<file path="src/rtl/instr_fetch.sv">
// instr_fetch: instruction-issue sequencer feeding the control unit.
// Holds a 2^PC_BITS-word program memory. Each instruction is kept on `instr`
// for as many cycles as the control unit needs for its type. The first
// instruction gets one extra wake cycle.
module instr_fetch #(
  parameter int INSTR_WIDTH = 20,
  parameter int PC_BITS     = 5
) (
  input  logic                   clk,
  input  logic                   rst,        // asynchronous, active low
  input  logic                   start,
  input  logic                   prog_we,
  input  logic [PC_BITS-1:0]     prog_addr,
  input  logic [INSTR_WIDTH-1:0] prog_data,
  output logic [INSTR_WIDTH-1:0] instr,
  output logic [PC_BITS-1:0]     pc,
  output logic                   busy,
  output logic                   done,
  output logic [PC_BITS:0]       n_issued
);

  localparam int DEPTH = 1 << PC_BITS;
  localparam logic [PC_BITS-1:0] PC_LAST = PC_BITS'(DEPTH - 1);
  localparam logic [PC_BITS:0]   N_MAX   = '1;
  localparam logic [PC_BITS:0]   N_ONE   = (PC_BITS+1)'(1);

  typedef enum logic [1:0] {IDLE, WAKE, ISSUE, HALT} state_t;

  state_t                 state_reg, state_next;
  logic [INSTR_WIDTH-1:0] instr_reg, instr_next;
  logic [PC_BITS-1:0]     pc_reg, pc_next;
  logic [1:0]             cnt_reg, cnt_next;
  logic [PC_BITS:0]       n_reg, n_next;
  logic                   busy_reg, done_reg;

  logic [INSTR_WIDTH-1:0] mem [DEPTH];
  logic [PC_BITS-1:0]     pc_succ;
  logic [INSTR_WIDTH-1:0] word_first, word_succ;

  // Remaining hold cycles after the first, indexed by the type field.
  // loadR (2'b10) needs 4 cycles; std_op and storeR need 3.
  function automatic logic [1:0] hold_m1(input logic [INSTR_WIDTH-1:0] w);
    return (w[INSTR_WIDTH-1 -: 2] == 2'b10) ? 2'd3 : 2'd2;
  endfunction

  // Type 2'b00 marks the end of the program.
  function automatic logic is_end(input logic [INSTR_WIDTH-1:0] w);
    return (w[INSTR_WIDTH-1 -: 2] == 2'b00);
  endfunction

  assign pc_succ    = pc_reg + PC_BITS'(1);
  assign word_first = mem[0];
  assign word_succ  = mem[pc_succ];

  // Program memory: writable only while the issue engine is not running.
  // Reset does not clear it.
  always_ff @(posedge clk) begin
    if (prog_we && (state_reg == IDLE || state_reg == HALT))
      mem[prog_addr] <= prog_data;
  end

  // Next-state and next-output logic for the issue sequencer.
  always_comb begin
    state_next = state_reg;
    instr_next = instr_reg;
    pc_next    = pc_reg;
    cnt_next   = cnt_reg;
    n_next     = n_reg;
    case (state_reg)
      IDLE: begin
        // A write in the same cycle takes priority over start.
        if (start && !prog_we) begin
          if (is_end(word_first)) begin
            instr_next = '0;
            state_next = HALT;
          end else begin
            instr_next = word_first;
            pc_next    = '0;
            n_next     = N_ONE;
            state_next = WAKE;
          end
        end
      end
      WAKE: begin
        // One cycle so the control unit can leave its own reset state.
        cnt_next   = hold_m1(instr_reg);
        state_next = ISSUE;
      end
      ISSUE: begin
        if (cnt_reg != 2'd0) begin
          cnt_next = cnt_reg - 2'd1;
        end else if (pc_reg == PC_LAST) begin
          // Ran off the end of memory: stop without wrapping pc.
          instr_next = '0;
          state_next = HALT;
        end else begin
          pc_next = pc_succ;
          if (is_end(word_succ)) begin
            instr_next = '0;
            state_next = HALT;
          end else begin
            instr_next = word_succ;
            cnt_next   = hold_m1(word_succ);
            n_next     = (n_reg == N_MAX) ? n_reg : n_reg + N_ONE;
          end
        end
      end
      HALT: begin
        instr_next = '0;
      end
      default: begin
        state_next = IDLE;
      end
    endcase
  end

  // State and output registers. busy and done come from the next state, so
  // they line up with the state register.
  always_ff @(posedge clk or negedge rst) begin
    if (!rst) begin
      state_reg <= IDLE;
      instr_reg <= '0;
      pc_reg    <= '0;
      cnt_reg   <= '0;
      n_reg     <= '0;
      busy_reg  <= 1'b0;
      done_reg  <= 1'b0;
    end else begin
      state_reg <= state_next;
      instr_reg <= instr_next;
      pc_reg    <= pc_next;
      cnt_reg   <= cnt_next;
      n_reg     <= n_next;
      busy_reg  <= (state_next == WAKE) || (state_next == ISSUE);
      done_reg  <= (state_next == HALT);
    end
  end

  assign instr    = instr_reg;
  assign pc       = pc_reg;
  assign busy     = busy_reg;
  assign done     = done_reg;
  assign n_issued = n_reg;

endmodule

</file>
<file path="config.mk">
export PLATFORM = sky130hd
export DESIGN_NAME = instr_fetch
export DESIGN_NICKNAME = d
export VERILOG_FILES = /design/src/rtl/instr_fetch.sv
export SDC_FILE = /design/constraint.sdc
export NUM_CORES = 1
export LEC_CHECK = 0
export ABC_CLOCK_PERIOD_IN_PS = 2700
export CORE_MARGIN = 2
export CORE_UTILIZATION = 50
export DETAILED_ROUTE_END_ITERATION = 8
export PLACE_DENSITY = 0.74
export SYNTH_ARGS = -nofsm -noshare
export SYNTH_HDL_FRONTEND = slang
export SYNTH_SLANG_ARGS = --single-unit
</file>
<file path="constraint.sdc">
create_clock -name clk -period 2.7 [get_ports clk]
set_input_delay 0.405 -clock clk [delete_from_list [all_inputs] [get_ports clk]]
set_output_delay 0.405 -clock clk [all_outputs]
set_load 0.02 [all_outputs]
</file>
==> results.json <==
{
  "syn-num-nets": 1244,
  "internal-power_uw": 23480,
  "synth_fa_ha_area_frac": 0.004706,
  "wl_met2_mm": 32.52,
  "cts-root-buf": "clkbuf_16",
  "leakagePower_uw": 0.01026,
  "grt_start_max_net_pins": 38,
  "period_share": 1.028,
  "insertion_delay_ns": 0.63,
  "cts_max_level": 2,
  "drtPass1Iterations": 5,
  "yosys.area_share.xor_xnor": 0.001647,
  "viasPerCell": 6.333,
  "highest_layer": "met4",
  "drive_above_1_share": 0.3247,
  "drt_iter0_markers": 1675,
  "synth-simple-area-share": 0.01995,
  "status": "finished with violations",
  "r2r_start": "pc[0]",
  "cp.required_ns": 3.20,
  "dp_hpwl_mm": 35.29,
  "vias": 13600,
  "start_kind": "register",
  "endpoint_kind": "register",
  "tns_ns": -0.1431,
  "switching_power_uw": 10060,
  "cts_buffers": 61,
  "cpLargestDelayFamily": "multiplexers",
  "ir_worst_vdd_mv": 0.5645,
  "wl_per_cell_um": 30.61,
  "insertedDiodeCount": 0,
  "slew_viol_final": 0,
  "synth_top_family_by_area": "multiplexers",
  "area_growth_pct": 19.49,
  "synthDistinctLibCells": 45,
  "hold_slack_ns": 0.4583,
  "largest_reg_flops": 640,
  "syn_avg_cell_area_sq_um": 22.07,
  "ys_ff_latch": 677,
  "utilization": 0.6046,
  "violations": "setup timing",
  "core-area_sq_mm": 0.05255,
  "final_nets": 1446,
  "wl_met3_mm": 6.089,
  "place_congestion": 0.8303,
  "start_util": 0.5060,
  "fillers": 3546,
  "crit_path_start": "pc[0]",
  "worst_slew_margin_rel": 0.3007,
  "dieArea_sq_mm": 0.05504,
  "layout_min_cycle_time_ns": 2.776,
  "cts_sinks": 677,
  "slowest_stage": "dfrtp_4",
  "wl_mm": 65.76,
  "hold_violations": 0,
  "comb_power_share": 0.375,
  "syn_area_sq_mm": 0.02659,
  "seqPwrFrac": 0.364,
  "drv_cap": 0,
  "layout_common_cells": "edfxtp_1, mux4_2, buf_4, clkbuf_16, clkdlybuf4s50_1",
  "synthMuxAreaShare": 0.1815,
  "rsz0062_at_grt": "yes",
  "ys_warn_count": 0,
  "drc": 0,
  "setup_viol": 7,
  "path_cells": "ha_4 > clkbuf_16 > mux2i_1 > mux4_2 > mux2i_2 > mux2i_1 > a21oi_2 > a221oi_2 > ha_1",
  "power.density_mw_per_mm2": 1056,
  "clock_power_share": 0.261,
  "yosysSeqAreaShare": 0.7576,
  "slowest_delay_ns": 0.49,
  "cp_num_buf_inv": 1,
  "final_common_cell": "edfxtp_1",
  "worstHoldPathType": "in -> async",
  "worst_pin_slew_ns": 1.046,
  "path_clk_slew_ns": 0.06,
  "cts_tree": "done",
  "cpMostUsedCell": "mux2i_1",
  "io_pins": 62,
  "critPathMaxFanout": 7,
  "grt_pass1_vias": 13780,
  "cp.arrival_ns": 3.28,
  "max_freq_mhz": 360.3,
  "synth_compound_area_frac": 0.02047,
  "grt.total_usage": 0.2315,
  "ant_nets": 0,
  "syn_inst": 1205,
  "timing.final.ws_setup_ns": -0.07573,
  "die_width_um": 234.6,
  "grt_overflow": 0,
  "path_class": "reg -> reg",
  "grt_pass1_wl_mm": 92.83,
  "cts_buffer_depth": 3,
  "row_count": 84,
  "io_buffers": 61,
  "switching_share": 0.3000,
  "fin_skew_ns": 0.01863,
  "antenna_found_initial": 0,
  "route.layer.met1.wl_mm": 25.18,
  "chipHeight_um": 234.6
}
[worst paths after layout]
check / endpoint / slack (ns) / depth (start not counted)
worst max-delay path: busy / -0.08 / 9
worst min-delay path: instr[6] / 0.46 / 2
worst max register to register: busy / -0.08 / 9
worst min register to register: pc[4] / 0.54 / 2
max in group asynchronous: instr[10] / 1.49 / 3
min in group clk: pc[4] / 0.54 / 2
[cell usage after synthesis (all sizes together)]
library cell / number / area share
nor3: 6 / 0.0011
o22ai: 18 / 0.0042
a21oi: 26 / 0.0049
o2111ai: 1 / 0.00033
clkbuf: 15 / 0.0021
edfxtp: 640 / 0.72
and2: 1 / 0.00024
o21ai: 10 / 0.0019
xor2: 1 / 0.00061
mux2i: 56 / 0.021
or3: 2 / 0.00047
nor4: 1 / 0.00024
mux2: 2 / 0.0011
a21o: 2 / 0.00056
mux4: 188 / 0.16
dfrtp: 37 / 0.035
nor2: 65 / 0.0092
a221o: 2 / 0.00075
and3: 1 / 0.00024
nand2b: 3 / 0.00071
nand4b: 1 / 0.00033
o311a: 1 / 0.00038
ha: 10 / 0.0047
o41ai: 1 / 0.00033
a22o: 1 / 0.00033
a211o: 1 / 0.00033
nand2: 20 / 0.0028
a211oi: 4 / 0.0011
xnor2: 1 / 0.0010
nor2b: 5 / 0.0012
a221oi: 5 / 0.0016
nand3b: 4 / 0.0011
nand3: 7 / 0.0013
buf: 44 / 0.011
o211ai: 9 / 0.0031
a31oi: 1 / 0.00024
or3b: 2 / 0.00066
o211a: 1 / 0.00038
nor4b: 1 / 0.00033
inv: 9 / 0.0013
[final cells by class]
| type | count | area (sq um) | area share |
|---|---|---|---|
| Sequential cell | 677 | 20150 | 0.6342 |
| Multi-Input combinational cell | 460 | 6272 | 0.1974 |
| Timing Repair Buffer | 198 | 2415 | 0.07601 |
| Clock buffer | 87 | 1737 | 0.05466 |
| Tap cell | 688 | 860.8 | 0.02710 |
| Clock inverter | 29 | 304.0 | 0.009570 |
| Inverter | 9 | 33.78 | 0.001063 |
[layer usage]
| metal | vias to the layer above | global-route usage |
|---|---|---|
| met5 | - | 0 |
| met4 | 0 | 0.07269 |
| met3 | 153 | 0.04770 |
| met2 | 808 | 0.3707 |
| met1 | 7159 | 0.3239 |
| li1 | 5483 | - |
[metrics by stage]
step / cell area (sq um) / cells / setup WS (ns) / power (uW)
after floorplan: 26630 / 1205 / -0.1332 / 19870
after global placement: 29180 / 2007 / -0.06854 / 23170
after detailed placement: 29180 / 2007 / -0.08931 / 23370
after CTS: 31300 / 2125 / -0.05772 / 32300
after global routing: 31770 / 2148 / -0.1335 / 34670
final: 31770 / 2148 / -0.07573 / 33540
[power by group through the flow]
stage / sequential (uW) / clock [uW] / combinational [uW]
6_report: 12200 / 8750 / 12600
5_1_grt: 12200 / 9220 / 13200
4_1_cts: 12200 / 8830 / 11300
3_5_place_dp: 12400 / 0 / 11000
3_3_place_gp: 12400 / 0 / 10800
2_1_floorplan: 12500 / 0 / 7330
[kinds of logic (layout without fill, tap and decap cells)]
family,Yosys count,after routing
compound gates,83,83
xor+xnor,2,2
fa+ha+maj,10,10
buf+inv,68,323
flops,677,677
mux,246,246
simple gates,119,119
[repair_timing]
action | CTS | global route
gates cloned | 1 | 10
setup buffers | 0 | 14
hold endpoints to repair | 28 | 0
resized for setup | 8 | 26
hold buffers | 1 | 0
setup endpoints to repair | 15 | 23
pin swaps | 0 | 7
Power figures use the tool's default switching activity.
